[src/rtl/btr_arb.sv]
// btr_arb: two-port arbiter that serialises access to one 16-bit bit-reverse network.
// Optional build macro BTR_ARB_FIXED_PRIO_EN: port 0 always wins contention and no round-robin state is kept.
module btr_arb #(
  parameter int N = 16
) (
  input  logic         clk,
  input  logic         rst_n,
  input  logic         req0_valid,
  input  logic [N-1:0] req0_data,
  output logic         req0_ready,
  input  logic         req1_valid,
  input  logic [N-1:0] req1_data,
  output logic         req1_ready,
  output logic         rsp_valid,
  output logic [N-1:0] rsp_data,
  output logic         rsp_id,
  input  logic         rsp_ready
);

  typedef enum logic {EMPTY = 1'b0, FULL = 1'b1} state_t;

  state_t       state_p0;
  logic [N-1:0] data_p0;
  logic         id_p0;
  logic         free;
  logic         gnt0;
  logic         gnt1;
  logic         acc;
  logic [N-1:0] acc_data;

  function automatic logic [N-1:0] bit_reverse(input logic [N-1:0] d);
    logic [N-1:0] r;
    for (int i = 0; i < N; i++) r[i] = d[N-1-i];
    return r;
  endfunction

  // The result register can take a new operand when empty or being drained this cycle.
  assign free = (state_p0 == EMPTY) || rsp_ready;

`ifdef BTR_ARB_FIXED_PRIO_EN
  assign gnt0 = free && req0_valid;
  assign gnt1 = free && req1_valid && !req0_valid;
`else
  logic last_p0;
  assign gnt0 = free && req0_valid && (!req1_valid || last_p0);
  assign gnt1 = free && req1_valid && (!req0_valid || !last_p0);
`endif

  assign req0_ready = gnt0;
  assign req1_ready = gnt1;
  assign acc        = gnt0 || gnt1;
  assign acc_data   = gnt0 ? req0_data : req1_data;

  // Stage p0: result register, written only on accept
  always_ff @(posedge clk or negedge rst_n) begin
    if (!rst_n) begin
      state_p0 <= EMPTY;
      data_p0  <= '0;
      id_p0    <= 1'b0;
`ifndef BTR_ARB_FIXED_PRIO_EN
      last_p0  <= 1'b1;
`endif
    end else begin
      case (state_p0)
        EMPTY:   if (acc) state_p0 <= FULL;
        FULL:    if (rsp_ready && !acc) state_p0 <= EMPTY;
        default: state_p0 <= EMPTY;
      endcase
      if (acc) begin
        data_p0 <= bit_reverse(acc_data);
        id_p0   <= gnt1;
`ifndef BTR_ARB_FIXED_PRIO_EN
        last_p0 <= gnt1;
`endif
      end
    end
  end

  assign rsp_valid = (state_p0 == FULL);
  assign rsp_data  = data_p0;
  assign rsp_id    = id_p0;

endmodule

[config.mk]
export PLATFORM = sky130hd
export DESIGN_NAME = btr_arb
export DESIGN_NICKNAME = d
export VERILOG_FILES = /design/src/rtl/btr_arb.sv
export SDC_FILE = /design/constraint.sdc
export NUM_CORES = 1
export LEC_CHECK = 0
export CAP_MARGIN = 15
export CORE_UTILIZATION = 30
export CTS_CLUSTER_SIZE = 20
export DETAILED_ROUTE_END_ITERATION = 8
export GPL_ROUTABILITY_DRIVEN = 0
export RECOVER_POWER = 25
export SETUP_SLACK_MARGIN = 0.5
export SLEW_MARGIN = 10
export SYNTH_ARGS = -nofsm -noshare
export SYNTH_HDL_FRONTEND = slang
export SYNTH_SLANG_ARGS = --single-unit
[constraint.sdc]
create_clock -name clk -period 2.39 [get_ports clk]
set_input_delay 0.478 -clock clk [delete_from_list [all_inputs] [get_ports clk]]
set_output_delay 0.478 -clock clk [all_outputs]
set_load 0.02 [all_outputs]
==> metrics.md <==
| Metric | Value |
|---|---|
| Status | `finished clean` |
| Hold WS | `0.518 ns` |
| Die width | `60.8 µm` |
| Fmax | `541 MHz` |
| Final setup fails | `0` |
| Pwr per Cell Area | `576 nW/µm²` |
| Family with the most delay on the worst path | `buffers and inverters` |
| Largest family of logic cells by synthesized area | `compound AO/OA/AOI/OAI gates` |
| Simple-Gate Fraction of Synth Area | `13.5%` |
| Top Ports | `57` |
| Leakage | `0.708 nW` |
| Max-slew headroom | `27.3%` |
| CTS Hold Bufs | `0` |
| # nets final | `206` |
| Die H | `60.8 µm` |
| Top cells by count, synth | `dfrtp_1 (18), inv_1 (16), nand4_1 (16), o21ai_0 (16)` |
| Mapped Cells | `107` |
| Antenna violations before repair | `0` |
| Vias in the first global route | `1104` |
| Rows | `20` |
| Max cap viols | `0` |
| Overall Power | `0.000992 W` |
| Clock tree sinks | `19` |
| EDFF count, synth | `0` |
| Synth area leaders | `dfrtp_1 (43%), o311ai_2 (13%), nand4_1 (9.7%)` |
| Yosys reg bits | `19` |
| Final hold violation count | `0` |
| Placed insts | `208` |
| CP max stage cell | `clkdlybuf4s50_1` |
| CTS tree | `built` |
| Yosys cell types | `19` |
| Final wirelength | `3240 µm` |
| Kind of critical path | `input port to output port` |
| Diodes inserted | `0` |
| Drt via density | `5.10` |
| Post-Syn Nets | `144` |
| Root Buffer | `clkbuf_4` |
| Layout cells sized above 1 | `16.7%` |
| DRT antenna net count | `0` |
| Global-route wire length before repair | `5060 µm` |
| Area Overhead vs Synth | `66.2%` |
| Cell Count, Final, Fillers Out | `212` |
| Startpoint Class | `input port` |
| Leading area contributor after synthesis | `dfrtp_1` |
| Peak supply drop | `0.247 mV` |
| H-tree Lvls | `1` |
| WL/cell | `15.3 µm` |
| Critical-path cell list | `clkdlybuf4s50_1 -> nand2b_1 -> and3_4 -> buf_6` |
| Synth top area share | `43.4%` |
| Cts bufs inserted | `3` |
| Post-synthesis adder-cell area fraction | `0%` |
| Die area | `3700 µm²` |
| Detailed Place HPWL | `2380 µm` |
| Most common cell in the netlist | `dfrtp_1` |
| Sequential share of the synthesized area | `46.0%` |
| Crit path arrival time | `1.37 ns` |
| Final Max Slew Viols | `0` |
| Pre-Repair DR Iteration Count | `4` |
| Fin crit share | `77.4%` |
| Initial DRC Count | `40` |
| Design area | `1720 µm²` |
| Detailed-route DRC error count | `0` |
| Initial Util | `32.6%` |
| Synthesized area | `1040 µm²` |
| RSZ-0062 raised after global routing | `no` |
| Worst Hold Class | `flip-flop to flip-flop` |
| Dpl cell area | `1690 µm²` |
| Synth Area in XOR/XNOR | `0%` |
| Synth Area in Compound Gates | `29.6%` |
| Mux cell area share after synthesis | `0%` |
| Largest net degree at the start of global routing | `20` |
| CP Capture Type | `output port` |
| WP data required | `1.91 ns` |
| Worst-Skew Late Latency | `0.30 ns` |
| Slew at the pin with the worst max-slew slack | `1.09 ns` |
| Maximum fanout along the worst path | `3` |
| CTS max path bufs | `2` |
| Main synth FF type | `dfrtp_1` |
| CTS clock-pin slew for the worst setup and hold paths | `0.11 ns` |
| Core area | `3180 µm²` |
| Final Util | `54.3%` |
| Worst Skew | `0.00258 ns` |
| Syn Area/Cell | `9.69 µm²` |
| Post-synth ARST share | `100%` |
| IO buf count | `56` |
| CP max stage delay | `0.50 ns` |
| Total Routing Usage GR | `18.9%` |
| Worst Path Buf+Inv | `2` |
| DR vias | `1081` |
| Grt total ovfl | `0` |
| Min cycle time layout | `1.85 ns` |
| Synth warn | `0` |
[area by class of cell]
cell class / count / area (µm²)
multi-input combinational: 61 / 462
sequential: 19 / 477
timing repair buffer: 68 / 644
tap: 44 / 55.1
inverter: 16 / 60.1
fill: 309 / 1450
clock buffer: 4 / 26.3
[worst paths after layout]
kind / cells after the start / slack, ns / from / endpoint
worst max-delay path: 4 / 0.54 / req1_valid / req0_ready
worst min-delay path: 2 / 0.52 / rsp_id / rsp_id
worst max register to register: 4 / 0.98 / last_p0 / rsp_data[4]
worst min register to register: 2 / 0.52 / rsp_id / rsp_id
max in group asynchronous: 2 / 0.85 / rst_n / rsp_id
min in group asynchronous: 2 / 0.89 / rst_n / rsp_data[2]
[power breakdown]
| group | total (W) | switching (W) | leakage [nW] | internal [W] |
|---|---|---|---|---|
| logic | 0.000416 | 0.000202 | 0.471 | 0.000214 |
| registers | 0.000407 | 0.0000286 | 0.222 | 0.000379 |
| clock network | 0.000169 | 0.000104 | 0.0150 | 0.0000651 |
| total | 0.000992 | 0.000334 | 0.708 | 0.000658 |
[flip-flops by register name (all words and copies together), names as in the netlist]
| name | count |
|---|---|
| rsp_data | 16 |
| last_p0 | 1 |
| rsp_id | 1 |
| rsp_valid | 1 |
[layout by cell type (no fill, tap or decap)]
cell type and n:
dfstp_2 1, buf_6 1, clkbuf_4 3, nand2b_4 1, dfrtp_1 18, o311ai_1 8
a21oi_1 3, nand2_1 2, nor2_1 2, o21ai_0 16, clkdlybuf4s50_1 52, nand2b_1 1
buf_4 12, and3_4 1, inv_1 16, a31oi_1 1, dlygate4sd2_1 1, dlygate4sd3_1 1
clkbuf_1 2, o311ai_2 8, nor2b_2 1, o21ai_1 1, nand4_1 16
[metal layers]
metal | global-route usage [%] | routed length, µm | vias up
met4 | 10.1 | 59 | 0
met3 | 1.71 | 135 | 5
met2 | 32.0 | 1630 | 35
li1 | - | - | 521
met1 | 23.7 | 1410 | 520
met5 | 0 | 0 | -
[repair_timing]
item | in CTS | in global routing
gates resized for setup | 14 | 1
gates cloned | 0 | 0
buffers inserted | 0 | 0
endpoints found under the setup margin | 2 | 15
[worst register-to-register path, cell delays in order, from the launching register on]
cell and delay, ns:
dfstp_2 0.57, nand2b_1 0.13, and3_4 0.19, buf_4 0.26
o311ai_1 0.15
[through the flow]
step	setup WS, ns	setup TNS [ns]
after global placement	-0.0456	-0.0456
final	0.541	0
after floorplan	0.591	0
after CTS	0.536	0
after detailed placement	-0.0715	-0.0869
after global routing	0.492	0
[kinds of logic (layout without fill, tap and decap cells)]
logic type,Yosys count,in the layout
compound gates,37,37
simple gates,24,24
buf+inv,27,88
flops,19,19
(Power assumes the default switching activity.)
